==> config.mk <==
export PLATFORM = sky130hd
export DESIGN_NAME = vga_timing_gen
export DESIGN_NICKNAME = d
export VERILOG_FILES = /design/src/rtl/vga_pkg.sv /design/src/rtl/vga_delay_line.sv /design/src/rtl/vga_timing_gen.sv
export SDC_FILE = /design/constraint.sdc
export NUM_CORES = 1
export LEC_CHECK = 0
export CORE_UTILIZATION = 31
export CTS_BUF_LIST = sky130_fd_sc_hd__clkbuf_4 sky130_fd_sc_hd__clkbuf_8
export DETAILED_ROUTE_END_ITERATION = 6
export GPL_ROUTABILITY_DRIVEN = 0
export PLACE_DENSITY = 0.61
export SKIP_LAST_GASP = 1
export SYNTH_ARGS = -nofsm -noshare
export SYNTH_HDL_FRONTEND = slang
export SYNTH_SLANG_ARGS = --single-unit
==> constraint.sdc <==
create_clock -name pixel_clk -period 3.9 [get_ports pixel_clk]
set_input_delay 0.78 -clock pixel_clk [delete_from_list [all_inputs] [get_ports pixel_clk]]
set_output_delay 0.78 -clock pixel_clk [all_outputs]
set_load 0.02 [all_outputs]
==> src/rtl/vga_pkg.sv <==
// rtl/vga_pkg.sv - shared VGA timing defaults, polarity constants and helpers
package vga_pkg;

    localparam int DEF_H_ACTIVE = 640;
    localparam int DEF_H_FP     = 16;
    localparam int DEF_H_SYNC   = 96;
    localparam int DEF_H_BP     = 48;
    localparam int DEF_V_ACTIVE = 480;
    localparam int DEF_V_FP     = 10;
    localparam int DEF_V_SYNC   = 2;
    localparam int DEF_V_BP     = 33;
    localparam int DEF_PIPE_DLY = 2;
    localparam int DEF_CW       = 11;

    localparam logic SYNC_ACTIVE_LOW  = 1'b0;
    localparam logic SYNC_ACTIVE_HIGH = 1'b1;

    function automatic int span_total(input int act, input int fp, input int sync, input int bp);
        return act + fp + sync + bp;
    endfunction

    function automatic int max_int(input int a, input int b);
        return (a > b) ? a : b;
    endfunction

endpackage

==> src/rtl/vga_delay_line.sv <==
// rtl/vga_delay_line.sv - en-gated shift register, DEPTH=0 is a wire
module vga_delay_line #(
    parameter int               WIDTH     = 3,
    parameter int               DEPTH     = 2,
    parameter logic [WIDTH-1:0] RESET_VAL = '0
) (
    input  logic             clk,
    input  logic             reset,
    input  logic             en,
    input  logic [WIDTH-1:0] din,
    output logic [WIDTH-1:0] dout
);

    if (DEPTH == 0) begin : g_bypass
        logic bypass_unused;
        assign bypass_unused = &{1'b0, clk, reset, en};
        assign dout = din;
    end else begin : g_stages
        logic [WIDTH-1:0] stage_q [DEPTH];
        logic [WIDTH-1:0] stage_d [DEPTH];

        always_comb begin
            for (int i = 0; i < DEPTH; i++) stage_d[i] = stage_q[i];
            if (en) begin
                stage_d[0] = din;
                for (int i = 1; i < DEPTH; i++) stage_d[i] = stage_q[i-1];
            end
        end

        always_ff @(posedge clk or posedge reset) begin
            if (reset) begin
                for (int i = 0; i < DEPTH; i++) stage_q[i] <= RESET_VAL;
            end else begin
                for (int i = 0; i < DEPTH; i++) stage_q[i] <= stage_d[i];
            end
        end

        assign dout = stage_q[DEPTH-1];
    end

endmodule

==> src/rtl/vga_timing_gen.sv <==
// rtl/vga_timing_gen.sv - programmable VGA raster counters with delayed de/hsync/vsync
module vga_timing_gen
    import vga_pkg::*;
#(
    parameter int   H_ACTIVE  = DEF_H_ACTIVE,
    parameter int   H_FP      = DEF_H_FP,
    parameter int   H_SYNC    = DEF_H_SYNC,
    parameter int   H_BP      = DEF_H_BP,
    parameter int   V_ACTIVE  = DEF_V_ACTIVE,
    parameter int   V_FP      = DEF_V_FP,
    parameter int   V_SYNC    = DEF_V_SYNC,
    parameter int   V_BP      = DEF_V_BP,
    parameter logic HSYNC_POL = SYNC_ACTIVE_LOW,
    parameter logic VSYNC_POL = SYNC_ACTIVE_LOW,
    parameter int   PIPE_DLY  = DEF_PIPE_DLY,
    parameter int   CW        = DEF_CW
) (
    input  logic          pixel_clk,
    input  logic          reset,
    input  logic          en,
    output logic [CW-1:0] x,
    output logic [CW-1:0] y,
    output logic          active,
    output logic          frame_start,
    output logic          line_start,
    output logic          de,
    output logic          hsync,
    output logic          vsync
);

    localparam int H_TOTAL = span_total(H_ACTIVE, H_FP, H_SYNC, H_BP);
    localparam int V_TOTAL = span_total(V_ACTIVE, V_FP, V_SYNC, V_BP);

    if (H_ACTIVE == 0 || H_FP == 0 || H_SYNC == 0 || H_BP == 0 ||
        V_ACTIVE == 0 || V_FP == 0 || V_SYNC == 0 || V_BP == 0 ||
        (2 ** CW) < max_int(H_TOTAL, V_TOTAL)) begin : g_bad_cfg
        $fatal(1, "vga_timing_gen: zero timing field or CW too narrow for totals");
    end

    localparam logic [CW-1:0] H_LAST   = CW'(H_TOTAL - 1);
    localparam logic [CW-1:0] V_LAST   = CW'(V_TOTAL - 1);
    localparam logic [CW-1:0] H_ACT_W  = CW'(H_ACTIVE);
    localparam logic [CW-1:0] V_ACT_W  = CW'(V_ACTIVE);
    // Sync windows compared one bit wider so an end equal to 2^CW cannot wrap
    localparam logic [CW:0]   HS_START = (CW+1)'(H_ACTIVE + H_FP);
    localparam logic [CW:0]   HS_END   = (CW+1)'(H_ACTIVE + H_FP + H_SYNC);
    localparam logic [CW:0]   VS_START = (CW+1)'(V_ACTIVE + V_FP);
    localparam logic [CW:0]   VS_END   = (CW+1)'(V_ACTIVE + V_FP + V_SYNC);

    logic [CW-1:0] h_cnt_q, h_cnt_d;
    logic [CW-1:0] v_cnt_q, v_cnt_d;

    always_comb begin
        h_cnt_d = h_cnt_q;
        v_cnt_d = v_cnt_q;
        if (en) begin
            if (h_cnt_q == H_LAST) begin
                h_cnt_d = '0;
                v_cnt_d = (v_cnt_q == V_LAST) ? '0 : v_cnt_q + CW'(1);
            end else begin
                h_cnt_d = h_cnt_q + CW'(1);
            end
        end
    end

    always_ff @(posedge pixel_clk or posedge reset) begin
        if (reset) begin
            h_cnt_q <= '0;
            v_cnt_q <= '0;
        end else begin
            h_cnt_q <= h_cnt_d;
            v_cnt_q <= v_cnt_d;
        end
    end

    logic active_raw, hs_on, vs_on, hs_raw, vs_raw;

    always_comb begin
        active_raw = (h_cnt_q < H_ACT_W) && (v_cnt_q < V_ACT_W);
        hs_on      = ({1'b0, h_cnt_q} >= HS_START) && ({1'b0, h_cnt_q} < HS_END);
        vs_on      = ({1'b0, v_cnt_q} >= VS_START) && ({1'b0, v_cnt_q} < VS_END);
        hs_raw     = hs_on ? HSYNC_POL : ~HSYNC_POL;
        vs_raw     = vs_on ? VSYNC_POL : ~VSYNC_POL;
    end

    assign x           = h_cnt_q;
    assign y           = v_cnt_q;
    assign active      = active_raw;
    assign line_start  = en && (h_cnt_q == '0);
    assign frame_start = en && (h_cnt_q == '0) && (v_cnt_q == '0);

    logic [2:0] dly_out;

    vga_delay_line #(
        .WIDTH     (3),
        .DEPTH     (PIPE_DLY),
        .RESET_VAL ({1'b0, ~HSYNC_POL, ~VSYNC_POL})
    ) u_dly (
        .clk   (pixel_clk),
        .reset (reset),
        .en    (en),
        .din   ({active_raw, hs_raw, vs_raw}),
        .dout  (dly_out)
    );

    assign de    = dly_out[2];
    assign hsync = dly_out[1];
    assign vsync = dly_out[0];

endmodule

==> results.md <==
* CTS Sinks at 28
* Crit path to: frame_start
* Slew Limit Fails at 0
* Post-CTS sizing at 0
* Vias in the first global route at 1231
* Final HPWL DP at between 2000 and 2500 µm
* Ys Warns at 0
* Synth Area in Simple Gates at 0.251
* Initial core utilization at 0.326
* Achievable frequency at 309 MHz
* Setup CP Type: in2out
* Synth Area in Compound Gates at 0.0678
* Peak VDD IR at about 0.42 mV
* Final net count at 184
* Vias/cell at roughly 5.2
* Pwr per Cell Area at 449 nW/µm²
* Post-route cell area at between 1500 and 2000 µm²
* Post-synth cell types at 34
* # hold bufs at CTS at 0
* Crit-path slowest cell: clkdlybuf4s50_1
* Min-Delay Path Class: reg2reg
* IO buf count at 30
* Startpoint Class: input pin
* Leakage power at 0.786 nW
* Syn avg cell area at 10.1 µm²
* Post-route clock period utilization at 0.830
* Root Driver: clkbuf_8
* Clk slew on worst S/H paths at ~0.10 ns
* Clk Latency, worst-skew pair at 0.28 ns
* Critical R2R Capture: y[10]$_DFFE_PP0P_
* Critical path required time at 3.12 ns
* Sequential area share after synthesis at 0.490
* Final Total Pwr at between 0.8 and 0.9 mW
* Largest net degree at the start of global routing at 29
* CP max FO at 2
* Share of cells above drive strength 1 at 0.114
* CP cell instances: clkdlybuf4s50_1 > nand3_1 > nor2_1 > nor4b_1 > clkdlybuf4s50_1
* CTS Buf Count at 3
* GRT Residual Overflow at 0
* Synthesized instance count at 143
* Die Area at 4920 µm²
* Critical Path Start: en
* Final hold violation count at 0
* Commonest cells after routing, fill and taps aside: clkdlybuf4s50_1, dfrtp_1, nand3_1
* CP Capture Type: output port
* Cell depth of the worst flop-to-flop path at 5
* Initial antenna violation count at 0
* Die H at 70.2 µm
* Number of cell rows at 24
* Die width at 70.2 µm
* Most common cell after layout, fill and taps aside: clkdlybuf4s50_1
* Setup TNS at 0 ns
* DR WL/cell at 14.2 µm
* Filler cells at 423
* Rel. slew slack at 0.290
* Layout area overhead at 30.0%
* RSZ-0062 raised after global routing: false
* TritonRoute pass-1 iters at 4
* Max-cap violations at 0
* Final ANT Viol Nets at 0
* All-Layer GR Usage at 0.144
* Post-CTS Setup Bufs at 0
* DRT iter0 DRCs at 85
* Worst r2r src: x[0]$_DFFE_PP0P_
* Synth Area in Adders at 0.0348
* Cell repeated most along the worst path: clkdlybuf4s50_1
* DRC viols at 0
* DR vias at 1178
* Io pins at 31
* Diode count at 0
* Xor/xnor cell area share of the yosys netlist at 0.0730
* Max incr delay on CP at about 0.65 ns
* WL final at about 3200 µm
* Endpoints failing setup at 0
* Fin crit period at 3.24 ns
* CP Data Arrival Time at ~2.5 ns
* Setup skew after layout at 0.00769 ns
* First-pass GRT wire length at about 5700 µm
* Dpl cell area at 1800 µm²
* Worst-Margin Slew at 1.06 ns
* Post-Syn Nets at 150
* Mux share of post-synthesis cell area at 0.0460
* Core ar. at 4410 µm²
* Area of the mapped netlist at ~1400 µm²
* H-tree Lvls at 1
* FF-to-FF setup slack at ~1.6 ns
* #FFs+latches synth at 28
* Outcome: finished, final reports clean
* Largest family of logic cells by synthesized area: simple AND/OR/NAND/NOR gates
* Max clock buf depth at 2
* CTS tree: built
-- sequential cells by signal, indices dropped and copies added (netlist names) --
name and cells:
u_dly.g_stages.stage_q 3, u_dly.dout 3, x 11, y 11
-- how the worst min path moves through the flow --
stage	startpoint	to	slack, ns	cells past startpoint
finish	u_dly.g_stages.stage_q[4]$_DFFE_PP1P_	u_dly.g_stages.stage_q[4]$_DFFE_PP1P_	0.49	2
global route	u_dly.g_stages.stage_q[3]$_DFFE_PP1P_	u_dly.g_stages.stage_q[3]$_DFFE_PP1P_	0.54	2
CTS	u_dly.g_stages.stage_q[4]$_DFFE_PP1P_	u_dly.g_stages.stage_q[4]$_DFFE_PP1P_	0.50	2
detailed placement	u_dly.g_stages.stage_q[4]$_DFFE_PP1P_	u_dly.g_stages.stage_q[4]$_DFFE_PP1P_	0.48	2
global placement	u_dly.g_stages.stage_q[4]$_DFFE_PP1P_	u_dly.g_stages.stage_q[4]$_DFFE_PP1P_	0.48	2
floorplan	u_dly.g_stages.stage_q[4]$_DFFE_PP1P_	u_dly.g_stages.stage_q[4]$_DFFE_PP1P_	0.46	2
-- where the power goes --
group          switching [mW]  leakage [nW]  internal [mW]  total (mW)
registers              0.0582         0.346          0.323       0.381
logic                   0.114         0.405          0.114       0.228
clock network          0.0939        0.0357          0.138       0.231
total                   0.266         0.786          0.575       0.841
-- cell type report --
type                            instances  area, µm²  area share
Clock buffer                            3       41.3      0.0221
Clock inverter                          1       30.0      0.0160
Inverter                                9       33.8      0.0180
Multi-Input combinational cell        103        681       0.364
Sequential cell                        28        706       0.377
Tap cell                               52       65.1      0.0348
Timing Repair Buffer                   32        315       0.168
-- layer usage --
metal	wire length (µm)	vias to the layer above	GRT usage
met5	0	-	0
met1	1550	566	0.182
li1	-	575	-
met3	128	5	0.0390
met2	1530	32	0.243
met4	23	0	0.0378
-- synthesized netlist by cell type --
library cell  instances  area share
dfrtp_1              24        0.42
nand3_1              12       0.042
nand2_1              11       0.029
nor2_1               11       0.029
inv_1                 9       0.023
xor2_1                7       0.043
a21oi_1               5       0.017
mux2_2                5       0.039
nand4_1               5       0.022
nor3_1                5       0.017
xnor2_1               5       0.030
dfstp_2               4       0.073
ha_1                  4       0.035
nor4_1                4       0.017
o21ai_0               4       0.014
and3_1                3       0.013
o21ai_1               3       0.010
or3_1                 3       0.013
and4_1                2       0.012
nor3_2                2       0.014
o31ai_1               2       0.010
and4b_1               1      0.0070
buf_2                 1      0.0035
buf_6                 1      0.0078
clkbuf_1              1      0.0026
mux2i_1               1      0.0070
nor2b_1               1      0.0043
nor4_2                1      0.0087
nor4b_1               1      0.0061
o21a_1                1      0.0052
o22ai_1               1      0.0043
o31a_1                1      0.0061
or4_4                 1      0.0078
or4b_4                1      0.0096
-- worst max-delay path: cells and delay by family --
kind	cells	cell delay, ns
simple gates	3	0.54
buf+inv	2	1.14
-- stage by stage --
step	std cells	setup WS [ns]	utilization	hold slack [ns]
after detailed placement	224	0.688	0.408	0.484
after floorplan	143	1.07	-	0.465
after global routing	228	0.612	0.424	0.536
after CTS	228	0.678	0.424	0.499
final	228	0.664	0.424	0.494
after global placement	224	0.691	0.408	0.483
-- cells by family after synthesis --
family / count (synthesis)
adders and majority gates: 4
muxes: 6
and+or+nand+nor: 64
buffers and inverters: 12
DFF: 28
xor gates and xnor gates: 12
AOI/OAI and AO/OA: 17
(Power assumes the default switching activity.)
==> RTL edit (config.mk and constraints unchanged) <==
`DEF_CW`: 11 -> 10.
--- a/src/rtl/vga_pkg.sv
+++ b/src/rtl/vga_pkg.sv
@@ -10,7 +10,7 @@
     localparam int DEF_V_SYNC   = 2;
     localparam int DEF_V_BP     = 33;
     localparam int DEF_PIPE_DLY = 2;
-    localparam int DEF_CW       = 11;
+    localparam int DEF_CW       = 10;
 
     localparam logic SYNC_ACTIVE_LOW  = 1'b0;
     localparam logic SYNC_ACTIVE_HIGH = 1'b1;
Ports: changed (resized x and y); port bits go from 31 to 29. No check against the original RTL was run, so the function may have changed too.
==> RTL edit against the unedited design <==
Wire length shrank 4.7%; die area shrank 3.4%; sequential cell count shrank 2; synthesized area shrank 3.5%; worst setup slack lost 0.12 ns; power shrank 16%; non-clock buffer count shrank 3; worst hold slack lost 0.0018 ns; design area shrank 6.4%; critical path depth is the same; critical path type is now reg -> out; critical endpoint unchanged; highest routed layer unchanged.
==> RTL edit: results (changes against the unedited design) <==
stage	metric	value	unit	change
outcome	status	finished clean		unchanged
cells_and_area	fillers	420		was 423
global_route	grt_pass1_wl	5195	um	was 5658 um
drt	viasPerCell	5.313		was 5.167
pwr	peakVddDrop	0.0001458	V	was 0.0004189 V
yosys	synth_commonest_cells	dfrtp_1 (22), nand2_1 (14), o21ai_0 (9)		was dfrtp_1 (24), nand3_1 (12), nand2_1 (11), nor2_1 (11), inv_1 (9)
cells_and_area	layout.nets	172		was 184
place	numPlacedInstances	210		was 224
global_route	grt_pass1_vias	1123		was 1231
yosys	syn_nets	145		was 150
yosys	yosys-top-cells-area	dfrtp_1 (40%), dfstp_2 (7.6%), nand2_1 (3.8%), xnor2_1 (3.8%), ha_1 (3.6%)		was dfrtp_1 (42%), dfstp_2 (7.3%), xor2_1 (4.3%), nand3_1 (4.2%), mux2_2 (3.9%)
global_route	track_usage	14.84	%	was 14.40%
pwr	swShare	33.00	%	was 31.61%
yosys	yosysSeqAreaShare	47.16	%	was 49.00%
place	io_buffers	28		was 30
yosys	avgSynthCellArea	10.07	sq um	about the same
place	dp_hpwl	2179	um	was 2369 um
critical_path	crit_slowest_cell	nor4b_1		was clkdlybuf4s50_1
critical_path	critPathMaxStageDelay	0.63	ns	was 0.65 ns
cells_and_area	drive_gt1_share	9.146	%	was 11.36%
timing	skew	0.007572	ns	was 0.007691 ns
timing	hold-worst-slack	0.4926	ns	was 0.4944 ns
critical_path	rr_endpoint	y[1]		was y[10]
timing	slew_headroom	32.13	%	was 28.96%
worst_hold_path	hold_start	u_dly.g_stages.stage_q[3]		was u_dly.g_stages.stage_q[4]
critical_path	reg2reg_depth	6		was 5
yosys	post_synth_num_cell_types	36		was 34
drt	finalWirelength	3078	um	was 3229 um
global_route	grt_max_degree	27		was 29
critical_path	crit_arrival	2.58	ns	was 2.46 ns
critical_path	reg2reg_from	y[1]		was x[0]
pwr	leakage	0.7012	nW	was 0.7862 nW
drt	initialDrtViolationCount	69		was 85
critical_path	rrSetupSlack	1.87	ns	was 1.60 ns
drt	routedWlPerCell	14.38	um	was 14.16 um
RTL edit: cell types whose count changed in the layout (fill, tap and decap cells not counted), moves of 3 or more:
cell and change:
xor2_1 -3, nand3_1 -6, nor2_1 -4, nand2_1 +3
o21ai_0 +5, inv_1 -3
RTL edit: layer usage:
layer	share of wire [%]	vias to the layer above	track usage (%)
li1	-	548	-
met1	49	561	20.57
met2	45	23	22.33
met3	3.1	5	2.467
met4	2.2	0	6.888
met5	0	-	0
RTL edit: area by class of cell:
cell class / instances / area share [%]
Timing Repair Buffer: 29 / 16.42
Multi-Input combinational cell: 99 / 38.19
Tap cell: 50 / 3.569
Inverter: 6 / 1.285
Clock buffer: 4 / 3.141
Sequential cell: 26 / 37.40
RTL edit: per-stage QoR:
stage          util, %  cell area, sq um  setup WS [ns]  power (mW)
5_1_grt          42.30              1753         0.3936      0.7500
3_5_place_dp     40.97              1698         0.6068      0.5364
2_1_floorplan        -              1390          1.368      0.4678
3_3_place_gp     40.97              1698         0.5859      0.5328
4_1_cts          42.30              1753         0.5567      0.7167
6_report         42.30              1753         0.5393      0.7086
RTL edit: power by group through the flow:
stage | clock network, mW | logic, mW | registers, mW
2_1_floorplan | 0 | 0.106 | 0.362
3_3_place_gp | 0 | 0.178 | 0.354
3_5_place_dp | 0 | 0.181 | 0.356
4_1_cts | 0.185 | 0.182 | 0.350
5_1_grt | 0.195 | 0.198 | 0.357
6_report | 0.178 | 0.180 | 0.351
RTL edit: worst max-delay path, delay by kind of cell (launching register included):
family / cells / cell delay (ns)
AND/OR/NAND/NOR: 2 / 0.96
buffers and inverters: 2 / 0.73
flip-flops: 1 / 0.45
adder cells (fa/ha/maj): 1 / 0.15
RTL edit: kinds of logic (layout without fill, tap and decap cells):
group,after synthesis,count (layout),share of synthesized area (%)
XOR/XNOR,10,10,6.300
adder cells (fa/ha/maj),4,4,3.601
AND/OR/NAND/NOR,58,58,25.47
buffers and inverters,13,39,4.680
AO/OA/AOI/OAI,23,23,9.540
multiplexers,4,4,3.240
flip-flops,26,26,47.16
RTL edit: how the worst min path moves through the flow:
stage	endpoint	depth (start not counted)
5_1_grt	u_dly.g_stages.stage_q[3]	2
3_3_place_gp	u_dly.g_stages.stage_q[4]	2
2_1_floorplan	u_dly.g_stages.stage_q[3]	2
4_1_cts	u_dly.g_stages.stage_q[3]	2
6_report	u_dly.g_stages.stage_q[3]	2
3_5_place_dp	u_dly.g_stages.stage_q[3]	2
